--- src/rtl/alarm_pkg.sv ---
// Shared types and constants for the multi-slot alarm engine.
// Holds the FSM state encoding, time-field limits and the slot arbitration helper.
package alarm_pkg;

  typedef enum logic [1:0] {
    IDLE    = 2'd0,
    RINGING = 2'd1,
    SNOOZED = 2'd2
  } state_e;

  localparam int HOURS_MAX   = 23;
  localparam int MINUTES_MAX = 59;
  localparam int HOUR_W      = 5;
  localparam int MIN_W       = 6;
  localparam int DAY_W       = 7;

  // Index of the lowest set bit; 0 when nothing is set.
  function automatic logic [2:0] lowest_set(input logic [7:0] v);
    logic [2:0] idx;
    idx = 3'd0;
    for (int i = 7; i >= 0; i--) begin
      if (v[i]) idx = 3'(i);
    end
    return idx;
  endfunction

endpackage

--- src/rtl/multi_alarm_ctrl_if.sv ---
// Time, slot-write, user-input and status signals of the alarm engine.
// Optional ALARM_DAY_MASK_EN adds the weekday inputs.
interface multi_alarm_ctrl_if #(
  parameter int NUM_ALARMS = 4,
  parameter int IDX_W      = 2
);
  logic                  sec_tick;
  logic                  min_tick;
  logic [4:0]            cur_hours;
  logic [5:0]            cur_minutes;
  logic                  wr_en;
  logic [IDX_W-1:0]      wr_idx;
  logic [4:0]            wr_hours;
  logic [5:0]            wr_minutes;
  logic                  wr_arm;
  logic                  snooze;
  logic                  dismiss;
`ifdef ALARM_DAY_MASK_EN
  logic [2:0]            cur_day;
  logic [6:0]            wr_days;
`endif
  logic                  wr_err;
  logic [NUM_ALARMS-1:0] armed_mask;
  logic                  ringing;
  logic                  ring_blink;
  logic [IDX_W-1:0]      ring_idx;
  logic                  snoozed;
  logic [NUM_ALARMS-1:0] pending_mask;

  modport master (
`ifdef ALARM_DAY_MASK_EN
    output cur_day, wr_days,
`endif
    output sec_tick, min_tick, cur_hours, cur_minutes,
    output wr_en, wr_idx, wr_hours, wr_minutes, wr_arm, snooze, dismiss,
    input  wr_err, armed_mask, ringing, ring_blink, ring_idx, snoozed, pending_mask
  );

  modport slave (
`ifdef ALARM_DAY_MASK_EN
    input  cur_day, wr_days,
`endif
    input  sec_tick, min_tick, cur_hours, cur_minutes,
    input  wr_en, wr_idx, wr_hours, wr_minutes, wr_arm, snooze, dismiss,
    output wr_err, armed_mask, ringing, ring_blink, ring_idx, snoozed, pending_mask
  );
endinterface

--- src/rtl/alarm_slot.sv ---
// One alarm slot: stored time, arm flag and (with ALARM_DAY_MASK_EN) a weekday mask.
// Write is pre-validated by the parent; match_o is combinational and ungated by min_tick.
module alarm_slot
  import alarm_pkg::*;
(
  input  logic              clk,
  input  logic              rst_n,
  input  logic              we_i,
  input  logic [HOUR_W-1:0] wr_hours_i,
  input  logic [MIN_W-1:0]  wr_minutes_i,
  input  logic              wr_arm_i,
  input  logic [HOUR_W-1:0] cur_hours_i,
  input  logic [MIN_W-1:0]  cur_minutes_i,
`ifdef ALARM_DAY_MASK_EN
  input  logic [DAY_W-1:0]  wr_days_i,
  input  logic [2:0]        cur_day_i,
`endif
  output logic              armed_o,
  output logic              match_o
);
  logic [HOUR_W-1:0] hours_q;
  logic [MIN_W-1:0]  minutes_q;
  logic              arm_q;
  logic              day_ok;

`ifdef ALARM_DAY_MASK_EN
  logic [DAY_W-1:0] days_q;

  always_ff @(posedge clk or negedge rst_n) begin
    if (!rst_n)    days_q <= 7'h7F;
    else if (we_i) days_q <= wr_days_i;
  end

  assign day_ok = days_q[cur_day_i];
`else
  assign day_ok = 1'b1;
`endif

  always_ff @(posedge clk or negedge rst_n) begin
    if (!rst_n) begin
      hours_q   <= '0;
      minutes_q <= '0;
      arm_q     <= 1'b0;
    end else if (we_i) begin
      hours_q   <= wr_hours_i;
      minutes_q <= wr_minutes_i;
      arm_q     <= wr_arm_i;
    end
  end

  assign armed_o = arm_q;
  assign match_o = arm_q && day_ok && (hours_q == cur_hours_i) && (minutes_q == cur_minutes_i);

endmodule

--- src/rtl/multi_alarm_ctrl.sv ---
// Multi-slot alarm engine: slots matched on min_tick, lowest-index arbitration, snooze/timeout FSM.
// Build with ALARM_DAY_MASK_EN to add per-slot weekday masks.
module multi_alarm_ctrl
  import alarm_pkg::*;
#(
  parameter int NUM_ALARMS       = 4,
  parameter int IDX_W            = 2,
  parameter int SNOOZE_MIN       = 5,
  parameter int MAX_SNOOZE       = 3,
  parameter int RING_TIMEOUT_SEC = 60
) (
  input logic               clk,
  input logic               rst_n,
  multi_alarm_ctrl_if.slave bus
);
  localparam int              SC_W         = (MAX_SNOOZE > 0) ? $clog2(MAX_SNOOZE + 1) : 1;
  localparam logic [SC_W-1:0] MAX_SNOOZE_C = SC_W'(MAX_SNOOZE);
  localparam logic [5:0]      SNOOZE_MIN_C = 6'(SNOOZE_MIN);
  localparam logic [7:0]      TIMEOUT_LAST = 8'(RING_TIMEOUT_SEC - 1);

  state_e                state_q, state_d;
  logic [IDX_W-1:0]      ring_idx_q, ring_idx_d;
  logic [SC_W-1:0]       snooze_cnt_q, snooze_cnt_d;
  logic [5:0]            countdown_q, countdown_d;
  logic [7:0]            timeout_q, timeout_d;
  logic                  blink_q, blink_d;
  logic [NUM_ALARMS-1:0] pending_q, pending_d;
  logic                  wr_err_q;

  logic                  wr_days_ok, wr_ok, wr_valid;
  logic                  active_disarm, dismiss_evt, timeout_hit;
  logic [NUM_ALARMS-1:0] slot_we, slot_match, slot_armed;
  logic [NUM_ALARMS-1:0] active_mask, disarm_mask, new_match, pending_avail;

`ifdef ALARM_DAY_MASK_EN
  assign wr_days_ok = (bus.wr_days != '0);
`else
  assign wr_days_ok = 1'b1;
`endif

  assign wr_ok = (bus.wr_hours <= HOUR_W'(HOURS_MAX)) &&
                 (bus.wr_minutes <= MIN_W'(MINUTES_MAX)) &&
                 ({1'b0, bus.wr_idx} < (IDX_W + 1)'(NUM_ALARMS)) && wr_days_ok;
  assign wr_valid = bus.wr_en && wr_ok;

  for (genvar i = 0; i < NUM_ALARMS; i++) begin : g_slot
    assign slot_we[i] = wr_valid && (bus.wr_idx == IDX_W'(i));

    alarm_slot u_slot (
      .clk           (clk),
      .rst_n         (rst_n),
      .we_i          (slot_we[i]),
      .wr_hours_i    (bus.wr_hours),
      .wr_minutes_i  (bus.wr_minutes),
      .wr_arm_i      (bus.wr_arm),
      .cur_hours_i   (bus.cur_hours),
      .cur_minutes_i (bus.cur_minutes),
`ifdef ALARM_DAY_MASK_EN
      .wr_days_i     (bus.wr_days),
      .cur_day_i     (bus.cur_day),
`endif
      .armed_o       (slot_armed[i]),
      .match_o       (slot_match[i])
    );
  end

  // The slot currently ringing or snoozed never re-queues itself.
  assign active_mask   = (state_q != IDLE) ? (NUM_ALARMS'(1) << ring_idx_q) : '0;
  assign disarm_mask   = (wr_valid && !bus.wr_arm) ? slot_we : '0;
  assign active_disarm = |(disarm_mask & active_mask);
  assign dismiss_evt   = bus.dismiss || active_disarm;
  assign new_match     = bus.min_tick ? (slot_match & ~active_mask) : '0;
  assign pending_avail = pending_q & ~disarm_mask;
  assign timeout_hit   = bus.sec_tick && (timeout_q == TIMEOUT_LAST);

  always_comb begin
    state_d      = state_q;
    ring_idx_d   = ring_idx_q;
    snooze_cnt_d = snooze_cnt_q;
    countdown_d  = countdown_q;
    timeout_d    = timeout_q;
    blink_d      = 1'b0;
    pending_d    = (pending_q | new_match) & ~disarm_mask;
    unique case (state_q)
      IDLE: begin
        if (pending_avail != '0) begin
          state_d      = RINGING;
          ring_idx_d   = IDX_W'(lowest_set(8'(pending_avail)));
          pending_d    = pending_d & ~(NUM_ALARMS'(1) << ring_idx_d);
          snooze_cnt_d = '0;
          timeout_d    = '0;
        end
      end
      RINGING: begin
        if (dismiss_evt) begin
          state_d = IDLE;
        end else if (bus.snooze || timeout_hit) begin
          if (snooze_cnt_q < MAX_SNOOZE_C) begin
            state_d      = SNOOZED;
            snooze_cnt_d = snooze_cnt_q + 1'b1;
            countdown_d  = SNOOZE_MIN_C;
          end else begin
            state_d = IDLE;
          end
        end else begin
          blink_d = blink_q ^ bus.sec_tick;
          if (bus.sec_tick && (timeout_q != 8'hFF)) timeout_d = timeout_q + 8'd1;
        end
      end
      SNOOZED: begin
        if (dismiss_evt) begin
          state_d = IDLE;
        end else if (bus.min_tick) begin
          if (countdown_q <= 6'd1) begin
            state_d     = RINGING;
            countdown_d = '0;
            timeout_d   = '0;
          end else begin
            countdown_d = countdown_q - 6'd1;
          end
        end
      end
      default: state_d = IDLE;
    endcase
  end

  always_ff @(posedge clk or negedge rst_n) begin
    if (!rst_n) begin
      state_q      <= IDLE;
      ring_idx_q   <= '0;
      snooze_cnt_q <= '0;
      countdown_q  <= '0;
      timeout_q    <= '0;
      blink_q      <= 1'b0;
      pending_q    <= '0;
      wr_err_q     <= 1'b0;
    end else begin
      state_q      <= state_d;
      ring_idx_q   <= ring_idx_d;
      snooze_cnt_q <= snooze_cnt_d;
      countdown_q  <= countdown_d;
      timeout_q    <= timeout_d;
      blink_q      <= blink_d;
      pending_q    <= pending_d;
      wr_err_q     <= bus.wr_en && !wr_ok;
    end
  end

  assign bus.wr_err       = wr_err_q;
  assign bus.armed_mask   = slot_armed;
  assign bus.ringing      = (state_q == RINGING);
  assign bus.ring_blink   = blink_q;
  assign bus.ring_idx     = ring_idx_q;
  assign bus.snoozed      = (state_q == SNOOZED);
  assign bus.pending_mask = pending_q;

endmodule

--- src/flat_wrapper.sv ---
// flat-port wrapper written by rule: the top's interface ports become plain ports
module multi_alarm_ctrl_flat import alarm_pkg::*;
#(
  parameter int NUM_ALARMS       = 4,
  parameter int IDX_W            = 2,
  parameter int SNOOZE_MIN       = 5,
  parameter int MAX_SNOOZE       = 3,
  parameter int RING_TIMEOUT_SEC = 60
)
  (clk, rst_n, bus_sec_tick, bus_min_tick, bus_cur_hours, bus_cur_minutes, bus_wr_en, bus_wr_idx, bus_wr_hours, bus_wr_minutes, bus_wr_arm, bus_snooze, bus_dismiss, bus_wr_err, bus_armed_mask, bus_ringing, bus_ring_blink, bus_ring_idx, bus_snoozed, bus_pending_mask);
  multi_alarm_ctrl_if #(.NUM_ALARMS(NUM_ALARMS), .IDX_W(IDX_W)) bus_i ();
  input logic clk;
  input logic rst_n;
  input wire logic [$bits(bus_i.sec_tick)-1:0] bus_sec_tick;
  input wire logic [$bits(bus_i.min_tick)-1:0] bus_min_tick;
  input wire logic [$bits(bus_i.cur_hours)-1:0] bus_cur_hours;
  input wire logic [$bits(bus_i.cur_minutes)-1:0] bus_cur_minutes;
  input wire logic [$bits(bus_i.wr_en)-1:0] bus_wr_en;
  input wire logic [$bits(bus_i.wr_idx)-1:0] bus_wr_idx;
  input wire logic [$bits(bus_i.wr_hours)-1:0] bus_wr_hours;
  input wire logic [$bits(bus_i.wr_minutes)-1:0] bus_wr_minutes;
  input wire logic [$bits(bus_i.wr_arm)-1:0] bus_wr_arm;
  input wire logic [$bits(bus_i.snooze)-1:0] bus_snooze;
  input wire logic [$bits(bus_i.dismiss)-1:0] bus_dismiss;
  output wire logic [$bits(bus_i.wr_err)-1:0] bus_wr_err;
  output wire logic [$bits(bus_i.armed_mask)-1:0] bus_armed_mask;
  output wire logic [$bits(bus_i.ringing)-1:0] bus_ringing;
  output wire logic [$bits(bus_i.ring_blink)-1:0] bus_ring_blink;
  output wire logic [$bits(bus_i.ring_idx)-1:0] bus_ring_idx;
  output wire logic [$bits(bus_i.snoozed)-1:0] bus_snoozed;
  output wire logic [$bits(bus_i.pending_mask)-1:0] bus_pending_mask;
  assign bus_i.sec_tick = bus_sec_tick;
  assign bus_i.min_tick = bus_min_tick;
  assign bus_i.cur_hours = bus_cur_hours;
  assign bus_i.cur_minutes = bus_cur_minutes;
  assign bus_i.wr_en = bus_wr_en;
  assign bus_i.wr_idx = bus_wr_idx;
  assign bus_i.wr_hours = bus_wr_hours;
  assign bus_i.wr_minutes = bus_wr_minutes;
  assign bus_i.wr_arm = bus_wr_arm;
  assign bus_i.snooze = bus_snooze;
  assign bus_i.dismiss = bus_dismiss;
  assign bus_wr_err = bus_i.wr_err;
  assign bus_armed_mask = bus_i.armed_mask;
  assign bus_ringing = bus_i.ringing;
  assign bus_ring_blink = bus_i.ring_blink;
  assign bus_ring_idx = bus_i.ring_idx;
  assign bus_snoozed = bus_i.snoozed;
  assign bus_pending_mask = bus_i.pending_mask;
  multi_alarm_ctrl #(.NUM_ALARMS(NUM_ALARMS), .IDX_W(IDX_W), .SNOOZE_MIN(SNOOZE_MIN), .MAX_SNOOZE(MAX_SNOOZE), .RING_TIMEOUT_SEC(RING_TIMEOUT_SEC)) u_core (.clk(clk), .rst_n(rst_n), .bus(bus_i));
endmodule
--- config.mk ---
export PLATFORM = sky130hd
export DESIGN_NAME = multi_alarm_ctrl_flat
export DESIGN_NICKNAME = d
export VERILOG_FILES = /design/src/rtl/alarm_pkg.sv /design/src/rtl/multi_alarm_ctrl_if.sv /design/src/rtl/alarm_slot.sv /design/src/rtl/multi_alarm_ctrl.sv /design/src/flat_wrapper.sv
export SDC_FILE = /design/constraint.sdc
export NUM_CORES = 1
export LEC_CHECK = 0
export ABC_CLOCK_PERIOD_IN_PS = 3150
export CAP_MARGIN = 0
export CORE_MARGIN = 5
export CORE_UTILIZATION = 56
export CTS_CLUSTER_DIAMETER = 120
export DETAILED_ROUTE_END_ITERATION = 6
export GPL_TIMING_DRIVEN = 0
export PLACE_DENSITY_LB_ADDON = 0.2
export RECOVER_POWER = 50
export SLEW_MARGIN = 20
export SYNTH_ARGS = -nofsm -noshare
export SYNTH_HDL_FRONTEND = slang
export SYNTH_HIERARCHICAL = 1
export SYNTH_SLANG_ARGS = --single-unit
--- constraint.sdc ---
create_clock -name clk -period 3.15 [get_ports clk]
set_input_delay 0.63 -clock clk [delete_from_list [all_inputs] [get_ports clk]]
set_output_delay 0.63 -clock clk [all_outputs]
set_load 0.01 [all_outputs]
# Yosys cells after proc, flatten, opt, wreduce, memory -nomap -nowiden

Cells that the tools add are included.

Bitwise gates (word level): 10
Add/sub/neg operators: 3
Mux-type cells: 42
Equal/unequal tests: 27
Order comparisons: 4
Shift-type cells: 2
Reduce and logical (&&, ||, !) cells: 35

Operators with widths:

| kind                                                           | count |
|---|---|
| two-way mux 8 bit                                              | 7 |
| two-way mux 6 bit                                              | 6 |
| two-way mux 2 bit                                              | 17 |
| equality test 6 bit                                            | 4 |
| one-hot mux 8 bit (3 select lines)                             | 1 |
| AND 4 bit                                                      | 5 |
| equality test 5 bit                                            | 4 |
| two-way mux 4 bit                                              | 5 |
| logical AND 1 bit                                              | 18 |
| NOT 4 bit                                                      | 3 |
| one-hot mux 6 bit (2 select lines)                             | 1 |
| inequality test 2 x 1 -> 1 bit, second input constant          | 5 |
| adder 8 x 1 -> 8 bit, second input constant                    | 1 |
| equality test 8 x 6 -> 1 bit, second input constant            | 1 |
| inequality test 2 bit, second input constant                   | 4 |
| inequality test 8 bit, second input constant                   | 1 |
| AND reduction 8 bit                                            | 1 |
| left shift 1 x 2 -> 4 bit, first input constant                | 2 |
| equality test 2 bit, second input constant                     | 3 |
| less-or-equal comparator 6 x 1 -> 1 bit, second input constant | 1 |
| less-or-equal comparator 6 bit, second input constant          | 1 |
| inequality test 3 x 1 -> 1 bit, second input constant          | 2 |
| one-hot mux 2 bit (3 select lines)                             | 1 |
| AND reduction 6 bit                                            | 1 |
| 20 further kinds                                               | 28 |

Register bits after elaboration: 74
Output and inout port bits: 14
Bits of input ports: 32

# Logic depth before layout (Yosys ltp)

Gate-level depths: netlist (run 1).

Depth in word-level cells: 18
Gate-level depth with buffers: 10
Mapped depth without buffers: 9

# Modules after synthesis

The synthesis (run 1) kept the hierarchy.

By module, submodules not included:

| module           | cells each | area each (µm²) | times used |
|---|---|---|---|
| alarm_slot       | 40         | 604.3           | 4 |
| multi_alarm_ctrl | 193        | 1,630.3         | 1 |

# Worst setup path before layout (run 1)

No wires, ideal clock.

Path kind: input to register
Start: in bus_wr_idx[1]
End: reg u_core.countdown_q[4]
Setup time: 0.064 ns
Required time: 3.086 ns
Path slack: 0.734 ns
Cell stages on the path: 8
Data arrival time: 2.352 ns
Cells stage by stage: buf_4 xnor2_1 a311oi_1 o31ai_1 or3_1 or4_1 a21oi_1 a21o_1

Cells in the longest elaborated chain, start to end: 8
Elaborated cells on any way between the ends: 15

Ends and longest elaborated chain:

| element                                                    | line                    | text |
|---|---|---|
| start, declared                                            | flat_wrapper.sv:19      | `input wire logic [$bits(bus_i.wr_idx)-1:0] bus_wr_idx;` |
| equality test 2 x 1 -> 1 bit, or another cell as far along | multi_alarm_ctrl.sv:47  | `assign slot_we[i] = wr_valid && (bus.wr_idx == IDX_W'(i));` |
| logical AND 1 bit                                          | multi_alarm_ctrl.sv:47  |  |
| two-way mux 4 bit *                                        | multi_alarm_ctrl.sv:69  | `assign disarm_mask = (wr_valid && !bus.wr_arm) ? slot_we : '0;` |
| AND 4 bit *                                                | multi_alarm_ctrl.sv:70  | `assign active_disarm = \|(disarm_mask & active_mask);` |
| OR reduction 4 bit *                                       | multi_alarm_ctrl.sv:70  |  |
| logical OR 1 bit *                                         | multi_alarm_ctrl.sv:71  | `assign dismiss_evt = bus.dismiss \|\| active_disarm;` |
| inequality test 2 bit (no line)                            | --                      |  |
| AND reduction 6 bit (no line) *                            | --                      |  |
| end signal, assigned                                       | multi_alarm_ctrl.sv:141 | `countdown_q <= countdown_d;` |
| end, declared                                              | multi_alarm_ctrl.sv:24  | `logic [5:0] countdown_q, countdown_d;` |

Every way passes the cells marked *; elsewhere a longest branch is shown, timed or not.
A chain may end at the register's enable or synchronous reset.

# Worst setup path after layout (run 1)

Start: in bus_wr_minutes[5]
End: reg u_core.timeout_q[7]

Cells in the longest elaborated chain, start to end: 10
Elaborated cells on any way between the ends: 19

Ends and longest elaborated chain:

| element                                                                                  | line                                           | text |
|---|---|---|
| start, declared                                                                          | flat_wrapper.sv:21                             | `input wire logic [$bits(bus_i.wr_minutes)-1:0] bus_wr_minutes;` |
| less-or-equal comparator 6 bit *                                                         | multi_alarm_ctrl.sv:42                         | `(bus.wr_minutes <= MIN_W'(MINUTES_MAX)) &&` |
| logical AND 1 bit *                                                                      | multi_alarm_ctrl.sv:41                         | `assign wr_ok = (bus.wr_hours <= HOUR_W'(HOURS_MAX)) &&` |
| logical AND 1 bit *                                                                      | multi_alarm_ctrl.sv:44                         | `assign wr_valid = bus.wr_en && wr_ok;` |
| logical AND 1 bit (on tied branches)                                                     | multi_alarm_ctrl.sv:47, multi_alarm_ctrl.sv:69 |  |
| two-way mux 4 bit *                                                                      | multi_alarm_ctrl.sv:69                         |  |
| AND 4 bit / NOT 4 bit (equally long branches)                                            | multi_alarm_ctrl.sv:70, multi_alarm_ctrl.sv:73 |  |
| OR reduction 4 bit / AND 4 bit (equally long branches)                                   | multi_alarm_ctrl.sv:70, multi_alarm_ctrl.sv:73 |  |
| logical OR 1 bit / nonzero test 4 bit (equally long branches)                            | multi_alarm_ctrl.sv:71, multi_alarm_ctrl.sv:86 |  |
| inequality test 2 bit (no line) / inequality test 2 x 1 -> 1 bit (equally long branches) | --                                             |  |
| AND reduction 8 bit (no line) *                                                          | --                                             |  |
| end signal, assigned                                                                     | multi_alarm_ctrl.sv:142                        | `timeout_q <= timeout_d;` |
| end, declared                                                                            | multi_alarm_ctrl.sv:25                         | `logic [7:0] timeout_q, timeout_d;` |

Marks and branches as above.

==> impl_results.md, run 1 <==
- Combinational share of power: 29.8%
- CTS tree: built
- Post-cts resize count: 0
- Number of max-cap violations: 0
- Largest net degree at the start of global routing: 56
- #FFs+latches synth: 74
- Clock Skew: 5.66 ps
- Simple-Gate Fraction of Synth Area: 14.0%
- I/O pin count: 46
- Sequential Area: 1850 um^2
- Area growth syn-to-layout: 19.9%
- Worst r2r src: u_core/timeout_q[0]
- Die footprint: 9030 um^2
- # hold bufs at CTS: 0
- Ys flop type: dfrtp_1
- Wirelength, routed: 8.81 mm
- Pint: 2.22 mW
- Worst vdd ir: 0.000365 V
- All-layer global routing usage: 21.6%
- Relative max-transition margin: 11.2%
- Gr ovfl total: 0
- Tmin final: 2900 ps
- Hold Slack: 446 ps
- Most common cell after layout, fill and taps aside: dfrtp_1
- Synth Area in Compound Gates: 8.01%
- Rows: 31
- EDFF count, synth: 0
- Seq/Total Area, Yosys: 45.7%
- Die Y: 95.0 um
- Synth warn: 6
- IO buf count: 43
- Critical path type: input pin to flop
- Post-synthesis mux area share: 18.1%
- Worst-Skew Late Latency: 350 ps
- CP max FO: 10
- Clock power share: 28.9%
- DRT Pass-1 Iters: 4
- Leakage: 2.00 nW
- Nets@finish: 444
- Fraction of registers with async set/reset: 100%
- Max Clk Rate: 345 MHz
- # clock sinks: 74
- Reg2Reg Setup Slack: 570 ps
- Syn Inst Count: 353
- Critical Path RT: 3380 ps
- Sequential Power Share: 41.4%
- Initial antenna violation count: 0
- Number of DRC markers in iteration 0: 149
- Die Wd: 95.0 um
- Mapped Area: 4050 um^2
- Worst hold path type: input pin to async pin
- Pre-CTS setup slack: -72.3 ps
- Diode count: 0
- Commonest cells after routing, fill and taps aside: 74 x dfrtp_1, 46 x xnor2_1, 40 x mux2_4
- Largest family of logic cells by synthesized area: multiplexers
- Final number of max-transition violations: 0
- Setup ws final: 252 ps
- PwrDens: 659 nW/um^2
- RR Endpoint: u_core/timeout_q[7]
- Worst Reg2Reg Path Length in Cells: 9
- Fillers: 567
- Outcome: finished clean
- Period utilization: 92.0%
- DRT antenna net count: 0
- Synthesized Nets: 389
- Actual slew at the worst max-slew pin: 1330 ps
- P_sw: 975 uW
- Vias in the first global route: 2955
- Worst Setup End Kind: flop
- Deepest clock path buffer count: 2
- Postcts setup bufs: 0
- Via count of the routed design: 2873
- CP Launch Type: input pin
- Root Buffer: clkbuf_8
- Mean number of vias per cell: 5.61
- Core Util, Final: 68.0%
- RSZ-0062 raised after global routing: false
- Routability cong.: 0.822
- Final hold vios: 0
- Multi-input gate area: 2080 um^2
- Synth Area in Adders: 1.24%
- Share of layout cells above drive strength 1: 18.9%
- Syn_area_per_cell: 11.5 um^2
- # DRC: 0
- Final setup violation count: 0
- Xor/xnor share of the synthesized area: 9.95%
- First-pass GRT wire length: 14.8 mm
- Dpl hpwl: 6.30 mm
- Core area: 7140 um^2
- Post-DR wirelength/cell: 17.2 um
- CTS clk-pin slew, worst paths: 80 ps
- Initial Utilization: 56.7%
- Num CTS Buffers: 9
- Distinct cell type count after synthesis: 48
- Worst EP arrival: 3130 ps
- H-tree levels: 3
- Sw Ratio: 30.5%
cell usage after synthesis (2+ instances only):
| cell type | count | area, um^2 |
|---|---|---|
| a21boi_0 | 2 | 15.0 |
| a21o_1 | 3 | 22.5 |
| a21oi_1 | 8 | 40.0 |
| a31oi_1 | 2 | 12.5 |
| buf_2 | 3 | 15.0 |
| buf_4 | 3 | 22.5 |
| buf_6 | 4 | 45.0 |
| dfrtp_1 | 74 | 1850 |
| ha_1 | 4 | 50.1 |
| inv_1 | 9 | 33.8 |
| mux2_2 | 8 | 90.1 |
| mux2_4 | 40 | 601 |
| mux2i_1 | 4 | 40.0 |
| nand2_1 | 26 | 97.6 |
| nand2b_1 | 8 | 50.1 |
| nand3_1 | 9 | 45.0 |
| nand4_1 | 17 | 106 |
| nor2_1 | 13 | 48.8 |
| nor2b_1 | 2 | 12.5 |
| nor3_1 | 13 | 65.1 |
| nor4_1 | 2 | 12.5 |
| o211ai_1 | 4 | 30.0 |
| o21a_1 | 2 | 15.0 |
| o21ai_0 | 15 | 75.1 |
| o21ai_1 | 2 | 10.0 |
| o22ai_1 | 2 | 12.5 |
| o31ai_1 | 4 | 30.0 |
| or3_1 | 3 | 18.8 |
| or4b_1 | 3 | 30.0 |
| xnor2_1 | 46 | 403 |
kinds of logic after synthesis:
logic type | count (synthesis)
AND/OR/NAND/NOR | 106
flip-flops | 74
multiplexers | 52
AO/OA/AOI/OAI | 51
XOR/XNOR | 46
buffers and inverters | 20
adder cells (fa/ha/maj) | 4
critical path, stage by stage:
cell	delay, ps
clkdlybuf4s50_1	510
nand4_1	230
nand3_1	260
o31ai_1	590
o21ai_0	230
nand3_1	230
buf_2	240
nor3_1	80
mux2i_1	120
routing by layer:
layer  up-vias  wire, um  GRT usage (%)
li1       1378         -              -
met1      1412      3880           28.8
met2        63      4320           34.1
met3        20       341           3.16
met4         0       269           11.3
met5         -         0              0
cell type report:
cell class	instances	share of cell area, %
multi-input combinational	259	42.8
clock inverter	4	2.01
buffer	11	1.78
timing repair buffer	44	8.84
inverter	9	0.696
clock buffer	12	3.20
sequential	74	38.2
tap	99	2.55
stage by stage:
step | power [mW] | setup TNS, ps | area (um^2) | std cells
floorplan | 1.98 | 0 | 4050 | 353
global placement | 2.26 | -81550 | 4600 | 495
detailed placement | 2.29 | -299 | 4630 | 496
CTS | 3.22 | 0 | 4880 | 512
global route | 3.38 | 0 | 4850 | 512
finish | 3.20 | 0 | 4850 | 512
state kept, by name, indices dropped and copies added (netlist names):
signal                          flops
u_core/bus.ring_blink               1
u_core/g_slot.u_slot/minutes_q     24
u_core/g_slot.u_slot/armed_o        4
u_core/state_q                      2
u_core/countdown_q                  6
u_core/g_slot.u_slot/hours_q       20
u_core/bus.ring_idx                 2
u_core/snooze_cnt_q                 2
u_core/bus.pending_mask             4
u_core/timeout_q                    8
u_core/bus.wr_err                   1
worst max-delay path by stage:
stage                      start                                 end  depth (start not counted)
2_1_floorplan      bus_wr_idx[1]               u_core/countdown_q[4]                          8
3_3_place_gp               rst_n  u_core/g_slot[2].u_slot/hours_q[0]                          1
3_5_place_dp   bus_wr_minutes[4]                 u_core/timeout_q[7]                          9
4_1_cts        bus_wr_minutes[4]               u_core/countdown_q[5]                          8
5_1_grt        bus_wr_minutes[5]                 u_core/timeout_q[7]                          9
6_report       bus_wr_minutes[5]                 u_core/timeout_q[7]                          9
power groups by stage:
stage	Sequential [mW]	Clock [mW]	Combinational, mW
floorplan	1.30	0	0.678
global placement	1.33	0	0.929
detailed placement	1.34	0	0.957
CTS	1.32	0.939	0.961
global route	1.35	0.988	1.04
finish	1.32	0.923	0.952
Power figures use the tool's default switching activity.
==> inputs of run 2 (changes only) <==
--- a/config.mk
+++ b/config.mk
@@ -8,7 +8,7 @@
 export ABC_CLOCK_PERIOD_IN_PS = 3150
 export CAP_MARGIN = 0
 export CORE_MARGIN = 5
-export CORE_UTILIZATION = 56
+export CORE_UTILIZATION = 40
 export CTS_CLUSTER_DIAMETER = 120
 export DETAILED_ROUTE_END_ITERATION = 6
 export GPL_TIMING_DRIVEN = 0
==> run 2 against run 1 <==
Via count is 0.97% higher. Largest power group unchanged. Global-route usage is 5.9 points lower. Maximum frequency is 2.0% higher. Critical path type unchanged.
==> impl_results.md, run 2 (synthesized netlist as in run 1, its figures left out) <==
- Outcome: finished clean
- Most common cell after layout, fill and taps aside: dfrtp_1
- Final setup violation count: 0
- Deepest clock path buffer count: 2
- Share of layout cells above drive strength 1: 19.4%
- Gr ovfl total: 0
- Vias in the first global route: 3015
- CTS clk-pin slew, worst paths: 80 ps
- PwrDens: 651 nW/um^2
- CTS tree: built
- Commonest cells after routing, fill and taps aside: 74 x dfrtp_1, 46 x xnor2_1, 40 x mux2_4
- Max Clk Rate: 352 MHz
- Fin Setup TNS: 0 ps
- Nets@finish: 444
- Hold Path Depth: 2
- First-pass GRT wire length: 15.6 mm
- Via count of the routed design: 2901
- Initial antenna violation count: 0
- Rows: 36
- CP startpoint: bus_wr_minutes[4]
- Worst vdd ir: 0.000270 V
- Area growth syn-to-layout: 21.0%
- H-tree levels: 3
- Multi-input gate area: 2080 um^2
- Postcts setup bufs: 0
- Final number of max-transition violations: 0
- I/O pin count: 46
- Leakage: 2.01 nW
- Routability cong.: 0.861
- # DRC: 0
- Worst-Skew Late Latency: 340 ps
- Worst r2r src: u_core/timeout_q[0]
- Design Area, Final: 4900 um^2
- Dpl hpwl: 6.63 mm
- Final hold vios: 0
- DRT antenna net count: 0
- Wirelength, routed: 9.20 mm
- Root Buffer: clkbuf_8
- Number of max-cap violations: 0
- Fillers: 947
- All-layer global routing usage: 15.6%
- Placement Cell Area: 4670 um^2
- Worst hold path type: flop to flop
- Diode count: 0
- Period utilization: 90.2%
- Core area: 9820 um^2
- Reg with most FFs: u_core/g_slot.u_slot/minutes_q
- Num CTS Buffers: 9
- Post-DR wirelength/cell: 16.8 um
- Max reg flops: 24
- Hold Slack: 499 ps
- DRT Pass-1 Iters: 4
- IO buf count: 43
- CP Launch Type: input pin
- Pre-CTS setup slack: -163 ps
- Actual slew at the worst max-slew pin: 1450 ps
- Relative max-transition margin: 3.21%
- Worst EP arrival: 3070 ps
- # hold bufs at CTS: 0
- Clock Skew: 15.3 ps
- Min-delay src: u_core/snooze_cnt_q[1]
- Initial Utilization: 41.2%
- Mean number of vias per cell: 5.31
- Worst Setup End Kind: flop
- Setup ws final: 309 ps
- Largest net degree at the start of global routing: 50
- Worst Reg2Reg Path Length in Cells: 9
- Core Util, Final: 49.9%
- Die Wd: 111 um
- Die Y: 111 um
- Die footprint: 12200 um^2
- RSZ-0062 raised after global routing: false
- Number of DRC markers in iteration 0: 123
- Critical path type: input pin to flop
- Sequential Area: 1850 um^2
- Tmin final: 2840 ps
- Critical Path RT: 3380 ps
- # clock sinks: 74
- Top flop regs: u_core/g_slot.u_slot/minutes_q x24, u_core/g_slot.u_slot/hours_q x20, u_core/timeout_q x8
- CP max FO: 10
[run 2: where the power goes]
| part | internal, mW | total (mW) | switching [mW] |
|---|---|---|---|
| Clock | 0.551 | 0.914 | 0.363 |
| Combinational | 0.506 | 0.956 | 0.450 |
| Sequential | 1.15 | 1.32 | 0.173 |
| Total | 2.20 | 3.19 | 0.986 |
[run 2: metrics by stage]
stage / std cells / total power, mW
floorplan: 353 / 1.98
global placement: 529 / 2.28
detailed placement: 530 / 2.30
CTS: 546 / 3.24
global route: 546 / 3.39
finish: 546 / 3.19
[run 2: path summary, 6_finish.rpt]
kind | endpoint | slack (ps)
min | u_core/snooze_cnt_q[1] | 500
min reg2reg | u_core/snooze_cnt_q[1] | 500
max | u_core/timeout_q[0] | 310
max in group asynchronous | u_core/g_slot[3].u_slot/minutes_q[0] | 630
max reg2reg | u_core/timeout_q[7] | 540
min in group asynchronous | u_core/timeout_q[4] | 610
[run 2: per-layer routing]
metal,share of wire [%],up-vias,GRT usage [%]
met4,1.2,0,5.75
met3,3.2,6,3.17
li1,-,1382,-
met1,47,1447,21.2
met5,0,-,0
met2,49,66,24.7
[run 2: final cells by class]
| class | instances | share of cell area [%] |
|---|---|---|
| buffer | 11 | 1.76 |
| timing repair buffer | 44 | 8.76 |
| tap | 133 | 3.40 |
| sequential | 74 | 37.8 |
| multi-input combinational | 259 | 42.5 |
| inverter | 9 | 0.690 |
| clock inverter | 6 | 2.30 |
| clock buffer | 10 | 2.81 |
[run 2: critical path: stages]
cell and delay (ps):
clkdlybuf4s50_1 520, nand4_1 230, nand3_1 290, o21ai_0 420
nand4_1 240, nand3_1 250, buf_2 250, nor3_1 70
a21o_1 160
[run 2: what timing repair did]
item | 4_1_cts | 5_1_grt
resized for setup | 0 | 1
endpoints found under the setup margin | 0 | 5
endpoints found under the hold margin | 0 | 0
